$ cat config.mk
export PLATFORM = sky130hd
export DESIGN_NAME = serial_adder_ctrl
export DESIGN_NICKNAME = d
export VERILOG_FILES = /design/src/rtl/serial_adder_ctrl_pkg.sv /design/src/rtl/serial_adder_ctrl_fulladder.sv /design/src/rtl/serial_adder_ctrl.sv
export SDC_FILE = /design/constraint.sdc
export NUM_CORES = 1
export LEC_CHECK = 0
export ABC_AREA = 1
export CAP_MARGIN = 20
export CORE_UTILIZATION = 52
export CTS_BUF_LIST = sky130_fd_sc_hd__clkbuf_8 sky130_fd_sc_hd__clkbuf_16
export CTS_CLUSTER_DIAMETER = 120
export DETAILED_ROUTE_END_ITERATION = 10
export PLACE_DENSITY = 0.79
export SYNTH_ARGS = -nofsm -noshare
export SYNTH_HDL_FRONTEND = slang
export SYNTH_SLANG_ARGS = --single-unit
export TNS_END_PERCENT = 20
$ cat constraint.sdc
create_clock -name clk -period 1.4 [get_ports clk]
set_clock_uncertainty 0.05 [all_clocks]
set_input_delay 0.35 -clock clk [delete_from_list [all_inputs] [get_ports clk]]
set_output_delay 0.35 -clock clk [all_outputs]
set_load 0.1 [all_outputs]
$ cat src/rtl/serial_adder_ctrl_pkg.sv
`default_nettype none
// ============================================================================
// Module  : serial_adder_ctrl_pkg
// Brief   : Shared state encodings and width default for the serial adder.
// Revision: 1.0
// ============================================================================
package serial_adder_ctrl_pkg;

    typedef enum logic [1:0] {
        IDLE = 2'd0,
        RUN  = 2'd1,
        DONE = 2'd2
    } state_t;

    localparam int DEFAULT_WIDTH = 16;

endpackage : serial_adder_ctrl_pkg
`default_nettype wire

$ cat src/rtl/serial_adder_ctrl_fulladder.sv
`default_nettype none
// ============================================================================
// Module  : Fulladder
// Brief   : Single-bit full adder used by the bit-serial datapath.
// Revision: 1.0
// ============================================================================
module Fulladder (
    input  logic a,
    input  logic b,
    input  logic cin,
    output logic s,
    output logic cout
);

    assign s    = a ^ b ^ cin;
    assign cout = (a & b) | (cin & (a ^ b));

endmodule : Fulladder
`default_nettype wire

$ cat src/rtl/serial_adder_ctrl.sv
`default_nettype none
// ============================================================================
// Module  : serial_adder_ctrl
// Brief   : Bit-serial LSB-first adder with IDLE/RUN/DONE control and flags.
// Revision: 1.0
// ============================================================================
module serial_adder_ctrl
    import serial_adder_ctrl_pkg::*;
#(
    parameter int WIDTH = DEFAULT_WIDTH
) (
    input  logic             clk,
    input  logic             rstN,
    input  logic             start,
    input  logic [WIDTH-1:0] inA,
    input  logic [WIDTH-1:0] inB,
    input  logic             inCarry,
    output logic             ready,
    output logic             busy,
    output logic             done,
    output logic [WIDTH-1:0] sum,
    output logic             carryOut,
    output logic             overflow
);

    localparam int             CW   = (WIDTH > 1) ? $clog2(WIDTH) : 1;
    localparam logic [CW-1:0]  LAST = CW'(WIDTH - 1);

    state_t           state;
    logic [WIDTH-1:0] a_sh;
    logic [WIDTH-1:0] b_sh;
    logic [WIDTH-1:0] work;
    logic [CW-1:0]    cnt;
    logic             carry;
    logic             fa_s;
    logic             fa_c;
    logic [WIDTH-1:0] next_work;

    Fulladder u_fa (
        .a    (a_sh[0]),
        .b    (b_sh[0]),
        .cin  (carry),
        .s    (fa_s),
        .cout (fa_c)
    );

    // Each new sum bit enters at the MSB, so after WIDTH shifts bit 0 lands at the LSB.
    assign next_work = {fa_s, {(WIDTH-1){1'b0}}} | (work >> 1);

    always_ff @(posedge clk or negedge rstN) begin
        if (!rstN) begin
            state    <= IDLE;
            ready    <= 1'b1;
            busy     <= 1'b0;
            done     <= 1'b0;
            a_sh     <= '0;
            b_sh     <= '0;
            work     <= '0;
            cnt      <= '0;
            carry    <= 1'b0;
            sum      <= '0;
            carryOut <= 1'b0;
            overflow <= 1'b0;
        end else begin
            case (state)
                IDLE: begin
                    if (start) begin
                        a_sh  <= inA;
                        b_sh  <= inB;
                        carry <= inCarry;
                        work  <= '0;
                        cnt   <= '0;
                        state <= RUN;
                        ready <= 1'b0;
                        busy  <= 1'b1;
                    end
                end
                RUN: begin
                    a_sh  <= a_sh >> 1;
                    b_sh  <= b_sh >> 1;
                    carry <= fa_c;
                    work  <= next_work;
                    if (cnt == LAST) begin
                        // carry still holds the carry into the MSB at this edge
                        sum      <= next_work;
                        carryOut <= fa_c;
                        overflow <= carry ^ fa_c;
                        state    <= DONE;
                        busy     <= 1'b0;
                        done     <= 1'b1;
                    end else begin
                        cnt <= cnt + CW'(1);
                    end
                end
                DONE: begin
                    state <= IDLE;
                    done  <= 1'b0;
                    ready <= 1'b1;
                end
                default: begin
                    state <= IDLE;
                    ready <= 1'b1;
                    busy  <= 1'b0;
                    done  <= 1'b0;
                end
            endcase
        end
    end

endmodule : serial_adder_ctrl
`default_nettype wire

==> out/metrics.cfg <==
[finish]
drive_above_1_share_pct = 13.88
fillers = 471
synthToLayoutAreaGrowth_pct = 35.27
multi_input_area_mm2 = 0.001275
instances_no_fill = 565
regArea_mm2 = 0.001879
fin_area_mm2 = 0.004458
nNetsFinal = 524
finalCoreUtilization_pct = 73.98
num_antenna_cells = 0

[routing]
drt_first_pass_iters = 4
drtAntennaViolNets = 0
vias_per_cell = 4.837
drt-total-wl_um = 6849
drt-wirelength-per-cell_um = 12.12
vias = 2733
drt_iter0_drc = 208
drc = 0

[placed_design]
placed_cell_area_mm2 = 0.004237
port_buffers = 56
place_congestion = 0.8127
place_ws_ps = -182.6
hpwlAfterDp_um = 4625
dp.cells = 548

[critical_path]
max_stage_delay_ps = 560
critPathTopFamily = flip-flops
worst-setup-path-type = register to output port
cp_max_fo = 2
cp-end-kind = output port
cp.arrival_ps = 1080
crit_path_cell_trace = buf_12
slowest_stage = dfstp_2
critPathRequiredTime_ps = 1000
cp_num_buf_inv = 1
startpoint_type = register

[pwr]
intPower_mw = 6.173
clkPwrFrac_pct = 12.9
p_sw_mw = 5.484
p_total_mw = 11.66
power_leakage_nw = 2.360
powerDensity_mw_per_mm2 = 2615
power_frac_seq_pct = 33.6
peakVddDrop_v = 0.002209
p_sw_share_pct = 47.05
comb_power_share_pct = 53.5

[logic_synthesis]
synthDistinctLibCells = 21
yosys_register_bits = 75
avgSynthCellArea_um2 = 7.847
syn_nets = 458
seq_area_frac_synth_pct = 56.99
netlist_instances = 420
yosysWarnings = 0
synthesis.area_mm2 = 0.003296

[die]
rows = 28
dieHeight_um = 81.61
core-area_mm2 = 0.006026
pin_count = 57
floorplan.initialDensity_pct = 54.69
die_area_mm2 = 0.006660
dieWidth_um = 81.61

[grt]
grt_first_pass_wirelength_um = 12180
grt_pass1_vias = 2780
grt_usage_pct = 24.79
grt_antenna_before_repair = 0
gr-total-overflow = 0
grt_max_degree = 42

[outcome]
status = finished, violations left
violations = negative setup slack

[timing]
tightest_slew_ps = 335.6
rsz0062_at_grt = true
maxSlewViolCount = 0
hold_viol = 0
setup_viol = 1
fin_crit_sh_pct = 105.8
fin_ws_ps = -81.19
layout_min_cycle_time_ps = 1481
max_clock_freq_mhz = 675.1
slew_headroom_pct = 77.63

[cts]
cts_root_buf = clkbuf_8
htreeDepth = 3
cts.sinks = 75
insertion_delay_ps = 350
clk_pin_slew_worst_paths_ps = 70
cts_max_path_buffers = 2
cts_tree = done
cts-buffers-inserted = 9

[hold_path]
min_path_type = primary input to asynchronous set/reset pin

[job]
drv_cap = 0

## registers in the layout, indices dropped and copies added (netlist names)
| register | count |
|---|---|
| busy | 1 |
| b_sh | 16 |
| state | 2 |
| cnt | 4 |
| work | 15 |
| carryOut | 1 |
| a_sh | 16 |
| ready | 1 |
| done | 1 |
| overflow | 1 |
| sum | 16 |
| carry | 1 |
## synthesized netlist by cell type (all sizes together)
| cell | n | area [um^2] |
|---|---|---|
| nand2 | 276 | 1039 |
| dfrtp | 74 | 1852 |
| o21ai | 16 | 83.83 |
| buf | 15 | 96.34 |
| inv | 15 | 56.30 |
| nand3 | 10 | 50.05 |
| clkbuf | 4 | 15.01 |
| nor2 | 3 | 16.26 |
| dfstp | 1 | 26.28 |
| fa | 1 | 20.02 |
| ha | 1 | 12.51 |
| nand4 | 1 | 6.260 |
| o21a | 1 | 7.510 |
| or2 | 1 | 6.260 |
| xor2 | 1 | 8.760 |
## repair_timing
action / in CTS / in global routing
setup buffers: 0 / 1
hold buffers: 1 / 0
hold endpoints to repair: 21 / 0
resized for setup: 0 / 9
endpoints found under the setup margin: 1 / 33
pin swaps: 0 / 1
## power groups by stage
| stage | clock network [mW] | logic, mW | registers [mW] |
|---|---|---|---|
| 2_1_floorplan | 0 | 2.07 | 5.75 |
| 3_3_place_gp | 0 | 6.05 | 3.89 |
| 3_5_place_dp | 0 | 6.21 | 3.93 |
| 4_1_cts | 1.54 | 6.23 | 3.90 |
| 5_1_grt | 1.63 | 6.81 | 4.04 |
| 6_report | 1.51 | 6.24 | 3.91 |
## per-stage QoR
| step | setup TNS (ps) | hold WS, ps |
|---|---|---|
| 2_1_floorplan | 0 | 4.409 |
| 3_3_place_gp | -5954 | 220.7 |
| 3_5_place_dp | -6828 | 225.3 |
| 4_1_cts | -98.51 | 394.9 |
| 5_1_grt | -137.9 | 428.9 |
| 6_report | -81.19 | 396.5 |
## path summary, 6_finish.rpt
check | startpoint | endpoint | slack (ps) | depth (start not counted)
setup / recovery | ready$_DFFE_PN1P_ | ready | -80 | 1
hold / removal | rstN | sum[5]$_DFFE_PN0P_ | 400 | 2
setup reg to reg | cnt[1]$_DFFE_PN0P_ | sum[1]$_DFFE_PN0P_ | 80 | 6
hold reg to reg | work[8]$_DFFE_PN0P_ | sum[7]$_DFFE_PN0P_ | 420 | 2
max in group asynchronous | rstN | state[0]$_DFFE_PN0P_ | 420 | 3
min in group clk | work[8]$_DFFE_PN0P_ | sum[7]$_DFFE_PN0P_ | 420 | 2
## final cells by class
| cell class | instances | area share, % |
|---|---|---|
| Sequential cell | 75 | 42.16 |
| Multi-Input combinational cell | 311 | 28.60 |
| Timing Repair Buffer | 74 | 21.81 |
| Clock buffer | 12 | 3.705 |
| Tap cell | 75 | 2.105 |
| Inverter | 15 | 1.319 |
| Clock inverter | 3 | 0.3087 |
## logic make-up after synthesis
kind of cell / Yosys count / share of synthesized area [%]
adders and majority gates: 2 / 0.9871
DFF: 75 / 56.99
buffers and inverters: 34 / 5.087
and+or+nand+nor: 291 / 33.90
xor gates and xnor gates: 1 / 0.2658
AOI/OAI and AO/OA: 17 / 2.772
## placed cells by master, fill, tap and decap left out, types with 2 or more instances in the layout
cell type	instances
buf_4	12
inv_2	3
buf_12	26
clkbuf_8	12
nand3_1	9
nand2_2	2
clkinv_2	2
nand2_1	274
o21ai_0	15
dfrtp_1	73
clkdlybuf4s50_1	34
inv_1	12
## routing by layer
layer | global-route usage, % | wire (um)
met1 | 30.38 | 3124
met2 | 42.58 | 3378
met3 | 5.778 | 254
met4 | 9.298 | 91
met5 | 0 | 0
Note: power is estimated with default switching activity, not from simulation.
==> RTL change (config.mk and constraints unchanged) <==
Reset style: synchronous (`rstN`), changed in one clocked block.
--- a/src/rtl/serial_adder_ctrl.sv
+++ b/src/rtl/serial_adder_ctrl.sv
@@ -47,7 +47,7 @@
     // Each new sum bit enters at the MSB, so after WIDTH shifts bit 0 lands at the LSB.
     assign next_work = {fa_s, {(WIDTH-1){1'b0}}} | (work >> 1);
 
-    always_ff @(posedge clk or negedge rstN) begin
+    always_ff @(posedge clk) begin
         if (!rstN) begin
             state    <= IDLE;
             ready    <= 1'b1;
Check against the original RTL: differs if rstN is asserted again (counterexample within 4 cycles, from zero or initial values and one cycle with rstN low); with rstN held inactive, the same outputs for 10 cycles.
==> RTL change against the original RTL <==
Core utilization increased by 3.7 points. First-iteration DRC count down 5.8%. Sequential cell count unchanged. Final area down 1.7%. Sequential share of layout area fell by 7.7 points. Worst setup slack better by 0.053 ns. Routed wire length up 16%. Fmax increased by 3.7%. Register-to-register slack got worse by 0.11 ns. Area after synthesis decreased by 5.2%. Count of clock-buffer cells in the layout is 2 lower. The flow still finishes with violations (negative setup slack).
Power is not compared: it rests on default switching activity, and its combinational part moved more than twofold at a synthesized area within 25%.
==> RTL change: results (changes against the original RTL) <==
rrSetupSlack_ns: -0.03  # -0.11 ns
synth-seq-area-share_pct: 48.1  # -8.9 points
cts_resized: 2  # +2
antenna_found_initial: 0  # unchanged
synth_edf_count: 0  # unchanged
cts_max_level: 3  # unchanged
reg.largest.list: "a_sh (16), b_sh (16), sum (16)"
synth.distinct_cells: 25  # +19%
p_clk_share_pct: 34.3
drt_iter0_markers: 196  # -5.8%
wl_met2_um: 3880  # +15%
setup-violations-final: 1  # unchanged
synth.net_count: 467  # +2.0%
synth_ff_type: "dfxtp_1"
power.total_mw: 4.59
place_area_mm2: 0.00410  # -3.3%
place_congestion: 0.821  # +1.0%
holdCritPathClass: "reg2reg"
end_kind: "flip-flop"
fin_ws_ns: -0.0281  # +0.0531 ns
holdPathEnd: "b_sh[15]"
drive_above_1_share_pct: 17.8  # +3.9 points
slew_headroom_pct: 79.4  # +1.7 points
timing.rr.end: "sum[12]"
grt_first_pass_wirelength_um: 12800  # +5.4%
drtPass1Iterations: 5  # +1
final_nets: 535  # +2.1%
grt_max_degree: 30  # -29%
grt_use_met2_pct: 41.1  # -1.5 points
numPortBuffers: 56  # unchanged
arrival_ns: 1.62  # +0.54 ns
status: "finished with violations"
cp_max_fo: 9  # +7
grt_pass1_vias: 2844  # +2.3%
clk_pin_slew_worst_paths_ns: 0.07  # about the same
place_hpwl_um: 4890  # +5.8%
worstRegToRegCells: 7  # +1
finalWirelength_um: 7970  # +16%
startpoint: "cnt[0]"
netlist_top_cells_count: "nor2_1, nand2_1, dfxtp_1"
grt_util_met1_pct: 32.7  # +2.3 points
grt.total_usage_pct: 26.2  # +1.4 points
ys_top_cells_by_area: "dfxtp_1, nor2_1, nand2_1"
via_per_inst: 5.29  # +9.4%
failed_checks: "negative setup slack"
drt-met1-wl_um: 3500  # +12%
synthArstFlopShare_pct: 0  # -100 points
RTL change: cell families (layout without fill, tap and decap cells):
group | after synthesis | in the layout | share of synthesized area [%]
simple gates | 245 | 245 | 31.6
flops | 75 | 75 | 48.1
compound gates | 71 | 71 | 12.7
buf+inv | 35 | 106 | 6.37
fa+ha+maj | 2 | 2 | 1.04
xor+xnor | 1 | 1 | 0.280
RTL change: critical path, cell delays in order, from the launching register on:
cell     delay (ns)
dfxtp_4        0.37
ha_4           0.15
nand2_2        0.10
nor2_4         0.18
nand2_4        0.08
buf_4          0.19
nor2_2         0.14
nor2_1         0.07
RTL change: final cells by class:
class                   count  area, um^2
flip-flops and latches     75        1510
multi-input cells         319        1460
fillers                   379        1260
repair buffers             82        1100
clock buffers              10         138
well taps                  72        90.1
clock inverters             4        43.8
inverters                  10        37.5
RTL change: metrics by stage:
stage               instances  TNS [ns]
global route              572    -0.188
floorplan                 429         0
detailed placement        554    -11.80
global placement          554    -10.37
CTS                       570         0
finish                    572   -0.0281
